===== src/rtl/fifo_spi_tx.sv =====
// SPI mode-0 transmitter that drains a show-ahead FIFO one word at a time, MSB first.
// Define FIFO_SPI_TX_BURST_EN to chain queued words inside one chip-select window.
module fifo_spi_tx #(
    parameter int DATA_WIDTH = 8,
    parameter int CLK_DIV    = 4
) (
    input  logic                  clk,
    input  logic                  rst_n,
    input  logic                  enable,
    input  logic [DATA_WIDTH-1:0] rdata,
    input  logic                  empty,
    output logic                  rd,
    output logic                  sclk,
    output logic                  mosi,
    output logic                  cs_n,
    output logic                  busy
);

    localparam int DIV_W = $clog2(CLK_DIV) + 1;
    localparam int BIT_W = $clog2(DATA_WIDTH) + 1;
    localparam logic [DIV_W-1:0] DIV_LAST = DIV_W'(CLK_DIV - 1);
    localparam logic [BIT_W-1:0] BIT_LAST = BIT_W'(DATA_WIDTH - 1);

    typedef enum logic [2:0] {IDLE, LEAD, SHIFT, TRAIL, GAP} state_t;

    state_t                state, state_n;
    logic [DIV_W-1:0]      div, div_n;
    logic [BIT_W-1:0]      bitcnt, bitcnt_n;
    logic [DATA_WIDTH-1:0] shreg, shreg_n;
    logic                  sclk_q, sclk_n;
    logic                  armed;
    logic                  rd_c;
    logic                  div_last;
    logic                  bit_last;
    logic                  can_pop;

    assign div_last = (div == DIV_LAST);
    assign bit_last = (bitcnt == BIT_LAST);
    // armed holds off the first pop until the second clock edge after reset release
    assign can_pop  = armed & enable & ~empty;

    always_ff @(posedge clk or negedge rst_n) begin
        if (!rst_n) begin
            state  <= IDLE;
            div    <= '0;
            bitcnt <= '0;
            shreg  <= '0;
            sclk_q <= 1'b0;
            armed  <= 1'b0;
        end else begin
            state  <= state_n;
            div    <= div_n;
            bitcnt <= bitcnt_n;
            shreg  <= shreg_n;
            sclk_q <= sclk_n;
            armed  <= 1'b1;
        end
    end

    always_comb begin
        state_n  = state;
        div_n    = div + DIV_W'(1);
        bitcnt_n = bitcnt;
        shreg_n  = shreg;
        sclk_n   = sclk_q;
        rd_c     = 1'b0;
        case (state)
            IDLE: begin
                div_n    = '0;
                bitcnt_n = '0;
                if (can_pop) begin
                    rd_c    = 1'b1;
                    shreg_n = rdata;
                    state_n = LEAD;
                end
            end
            LEAD: begin
                if (div_last) begin
                    div_n    = '0;
                    bitcnt_n = '0;
                    state_n  = SHIFT;
                end
            end
            SHIFT: begin
                if (div_last) begin
                    div_n  = '0;
                    sclk_n = ~sclk_q;
                    // data only moves on the falling edge, so it is stable across every rise
                    if (sclk_q) begin
                        shreg_n  = shreg << 1;
                        bitcnt_n = bitcnt + BIT_W'(1);
                        if (bit_last) begin
                            bitcnt_n = '0;
`ifdef FIFO_SPI_TX_BURST_EN
                            if (can_pop) begin
                                rd_c    = 1'b1;
                                shreg_n = rdata;
                            end else begin
                                state_n = TRAIL;
                            end
`else
                            state_n = TRAIL;
`endif
                        end
                    end
                end
            end
            TRAIL: begin
                if (div_last) begin
                    div_n   = '0;
                    state_n = GAP;
                end
            end
            GAP: begin
                if (div_last) begin
                    div_n   = '0;
                    state_n = IDLE;
                end
            end
            default: begin
                div_n   = '0;
                state_n = IDLE;
            end
        endcase
    end

    assign rd   = rd_c;
    assign sclk = sclk_q;
    assign cs_n = ~((state == LEAD) || (state == SHIFT) || (state == TRAIL));
    assign mosi = ~cs_n & shreg[DATA_WIDTH-1];
    assign busy = (state != IDLE);

endmodule


===== config.mk =====
export PLATFORM = sky130hd
export DESIGN_NAME = fifo_spi_tx
export DESIGN_NICKNAME = d
export VERILOG_FILES = /design/src/rtl/fifo_spi_tx.sv
export SDC_FILE = /design/constraint.sdc
export NUM_CORES = 1
export LEC_CHECK = 0
export BUFFER_PORTS_ARGS = -buffer_cell sky130_fd_sc_hd__clkbuf_2
export CORE_MARGIN = 2
export CORE_UTILIZATION = 58
export DETAILED_ROUTE_END_ITERATION = 10
export GPL_ROUTABILITY_DRIVEN = 0
export PLACE_DENSITY = 0.82
export SLEW_MARGIN = 20
export SYNTH_ARGS = -nofsm -noshare
export SYNTH_HDL_FRONTEND = slang
export SYNTH_SLANG_ARGS = --single-unit

===== constraint.sdc =====
create_clock -name clk -period 3.2 [get_ports clk]
set_clock_uncertainty 0.05 [all_clocks]
set_input_delay 0.32 -clock clk [delete_from_list [all_inputs] [get_ports clk]]
set_output_delay 0.32 -clock clk [all_outputs]
set_load 0.02 [all_outputs]

After elaboration in Yosys (flattened, before gate mapping)
Cells that the tools add are included.

storage, ports and cells
  input bits = 12
  word-level logic and storage cells = 59
  flip-flop bits (word level) = 20

operators by class
  mux-type cells = 21
  reductions and logical operators = 11
  bitwise gates (word level) = 6
  equal/unequal tests = 13
  add/sub/neg operators = 2

operator list
  cell                   number
  $mux W3                9
  $mux W8                3
  $mux W4                4
  $pmux W8 S2            1
  $pmux W3 S5            1
  $ne A2 B2 Y1 const B   7
  $pmux W4 S3            1
  $eq A3 B2 Y1 const B   3
  $reduce_and A4 Y1      2
  $reduce_and A7 Y1      1
  $reduce_bool A3 Y1     2
  $add A4 B1 Y4 const B  1
  $eq A4 B3 Y1 const B   1
  $reduce_or A4 Y1       1
  $add A3 B1 Y3 const B  1
  $and A1 B1 Y1          3
  $eq A3 B1 Y1 const B   1
  $eq A3 B3 Y1 const B   1
  $logic_not A3 Y1       1
  $not A1 Y1             3
  $logic_or A1 B1 Y1     2
  $mux W1                2
  $reduce_and A2 Y1      1
  $reduce_bool A2 Y1     1

Longest topological paths before layout
  depth in word-level cells = 5
  mapped depth = 7

Worst setup path after synthesis
No wires, ideal clock.

  kind = reg2reg
  from = reg state[0]
  to = reg state[0]
  arrival time = 1.474 ns
  period minus slack after synthesis = 1.649 ns
  setup time = 0.125 ns
  slack = 1.551 ns
  required time = 3.025 ns
  cell stages (with the launch flop) = 6
  cells stage by stage = dfrtp_1 > buf_4 > nor3b_4 > o21ai_1 > nand3_1 > mux2_2

between the ends
  longest elaborated chain between the ends = 3
  elaborated cells on any way between the ends = 14
  classes of those cells = 11 x eq/ne; 1 x mux; 2 x reduce/logical

RTL lines
  item                                        RTL line  text
  start: declaration                          26        state_t state, state_n;
  start signal: assignment                    51        state <= state_n;
  $eq A3 B2 Y1, or another cell as far along  67        case (state)
  $ne A2 B2 Y1 (no source line)               n/a
  $reduce_and A7 Y1 (no source line)          n/a

Parallel ways exist; a longest one is shown, timed or not.
A chain may end at the register's enable or synchronous reset.

Worst setup path in the final report
  from = reg state[2]
  to = out rd

between the ends
  longest elaborated chain between the ends = 2

RTL lines
  item              RTL line  text
  $logic_not A3 Y1  67
  $mux W1           67
  end: declaration  12        output logic rd,

No other way between the ends.

==> flow_summary_export.csv <==
group,metric,value,unit
run_status,outcome,"finished clean",
clock_network,numClockSinks,20,
detailed_routing,drtAntennaViolNets,0,
floorplanning,core-area,1730,um2
sta,finalSetupViolCount,0,
placement,port_buffers,16,
yosys,syn_nets,122,
worst_setup_path,crit_start,"state[2]",
detailed_routing,vias_per_cell,5.34,
yosys,synth_top_flop_cell,"dfrtp_1",
finish,nets,139,
detailed_routing,routed.top_layer,"met4",
sta,rsz0062_at_grt,"false",
sta,max_freq,494,MHz
global_route,grt_usage,0.200,
yosys,yosysWarnings,0,
yosys,synth_top_area_cell,"dfrtp_1",
finish,diodes,0,
yosys,synth_common_cells,"dfrtp_1 (20), nor2_1 (17), nand2_1 (16)",
detailed_routing,vias,796,
finish,layout-drive-gt1-share,0.258,
worst_setup_path,cp-end-kind,"output port",
clock_network,htreeDepth,1,
detailed_routing,met3_length,76,um
min_path,hold_depth,3,
detailed_routing,met2WireLength,824,um
clock_network,cts_tree,"done",
yosys,yosysSeqAreaShare,0.474,
worst_setup_path,worstPathMaxFanout,11,
detailed_routing,drc_errors,0,
worst_setup_path,worstSetupEndpoint,"rd",
detailed_routing,met1Wirelength,915,um
power,peakVddDrop,0.000602,V
finish,post-route-util,0.679,
global_route,grt_antenna_before_repair,0,
finish,synthToLayoutAreaGrowth,11.0,%
detailed_routing,dr.pass1.iters,4,
yosys,synth_area_per_cell,9.78,um2
global_route,grt-ovfl-total,0,
detailed_routing,wl,1860,um
power,p_leak,0.540,nW
yosys,synth_most_common_cell,"dfrtp_1",
yosys,synth_enable_flop_cells,0,
detailed_routing,drt_iter0_drc,9,
floorplanning,start_util,0.612,
placement,dp.final_hpwl,1340,um
worst_setup_path,cp-start-kind,"flop",
clock_network,clk_latency,300,ps
yosys,synthTopCellsByArea,"dfrtp_1 (47%), nor2_1 (6.0%), nand2_1 (5.7%)",
worst_setup_path,rrSetupSlack,1270,ps
clock_network,cts_resized,0,
global_route,grt_start_max_net_pins,21,
yosys,synth.distinct_cells,36,
worst_setup_path,reg2reg_depth,4,
clock_network,postCtsSetupRepairBufs,0,
clock_network,cts_hold_buffers,1,
worst_setup_path,setup.worst_path.class,"flop to output port",
sta,post-route-min-period,2030,ps
sta,hold_viol_final,0,
sta,min_period_over_period,0.633,
yosys,async_flop_share,1.00,
worst_setup_path,r2r_end,"state[1]",
finish,seq_area,500,um2
yosys,syn-cell-area,1060,um2
run,drv_cap,0,
worst_setup_path,rr_startpoint,"state[1]",
floorplanning,die_w,46.7,um
floorplanning,die_area,2180,um2
clock_network,clk_pin_slew,110,ps
global_route,grt_pass1_wl,3030,um
clock_network,numCtsBuffers,3,
power,power_density,982,nW/um2
yosys,yosysTopAreaCellShare,0.474,
sta,drv_slew,0,
clock_network,root_buffer,"clkbuf_4",
finish,n_fill_cell,147,
worst_setup_path,cp.arrival,1660,ps
floorplanning,io_pins,17,
floorplanning,rows,15,
clock_network,cts_max_path_buffers,2,
min_path,hp-class,"primary input to flop",
detailed_routing,wire_per_inst,12.5,um
sta,setup_tns,0,ps
global_route,grt_pass1_vias,682,
finish,multiInputGateArea,495,um2
yosys,ys_ff_latch,20,
floorplanning,die_h,46.7,um
worst_setup_path,worstPathRequired,2830,ps
yosys,netlist_instances,108,
-- where the power goes --
part	internal [W]	total, W	switching, W
combinational	0.000239	0.000560	0.000322
sequential	0.000342	0.000446	0.000104
clock	0.0000694	0.000145	0.0000757
total	0.000650	0.00115	0.000501
-- per-stage QoR --
stage | total power, W | instances | hold WS (ps) | worst slack (ps) | instance area (um2)
floorplan | 0.000911 | 108 | -25.6 | 1550 | 1060
global placement | 0.000985 | 144 | 253 | 1390 | 1130
detailed placement | 0.00101 | 144 | 258 | 1290 | 1130
CTS | 0.00116 | 149 | 191 | 1160 | 1170
global route | 0.00125 | 149 | 177 | 1040 | 1170
finish | 0.00115 | 149 | 191 | 1170 | 1170
-- cells in the final DEF, fill, tap and decap left out, drive strengths merged, types with 2 or more instances in the layout --
cell type	netlist	final
nand3	4	4
dfrtp	20	20
inv	5	5
clkbuf	1	20
o21ai	4	4
nand3b	4	4
mux2	3	3
nand2b	2	2
nand2	16	16
o22ai	2	2
nor2	17	17
a31oi	7	7
ha	2	2
-- worst max-delay path, stage by stage, from the launching register on --
cell and delay (ps):
dfrtp_1 530, nor3_2 410, inv_2 130, nor2_1 120
clkbuf_2 170
-- kinds of logic (layout without fill, tap and decap cells) --
logic type | Yosys count | after routing | synth area share
adder cells (fa/ha/maj) | 2 | 2 | 0.0237
other | 1 | 1 | 0.00355
multiplexers | 3 | 3 | 0.0320
AND/OR/NAND/NOR | 50 | 50 | 0.242
flip-flops | 20 | 20 | 0.474
XOR/XNOR | 2 | 2 | 0.0166
AO/OA/AOI/OAI | 20 | 20 | 0.152
buffers and inverters | 10 | 26 | 0.0569
-- worst min path at each step --
stage	from	slack, ps	end
final	rdata[5]	190	shreg[5]
after global routing	rdata[3]	180	shreg[3]
after CTS	rdata[0]	190	shreg[0]
after detailed placement	rst_n	260	bitcnt[0]
after global placement	rst_n	250	bitcnt[0]
after floorplan	rst_n	-30	armed
-- flip-flops by register name, indices dropped and copies added (netlist names) --
name,count
sclk,1
div,3
shreg,8
state,3
armed,1
bitcnt,4
-- metal layers --
layer / GRT usage / up-vias
li1: - / 408
met1: 0.287 / 365
met2: 0.286 / 19
met3: 0.0353 / 4
met4: 0.100 / 0
met5: 0 / -
-- cell type report --
cell class | count | share of cell area
Clock buffer | 4 | 0.0309
Inverter | 5 | 0.0160
Multi-Input combinational cell | 78 | 0.423
Sequential cell | 20 | 0.427
Tap cell | 25 | 0.0267
Timing Repair Buffer | 17 | 0.0768
Power figures use the tool's default switching activity.
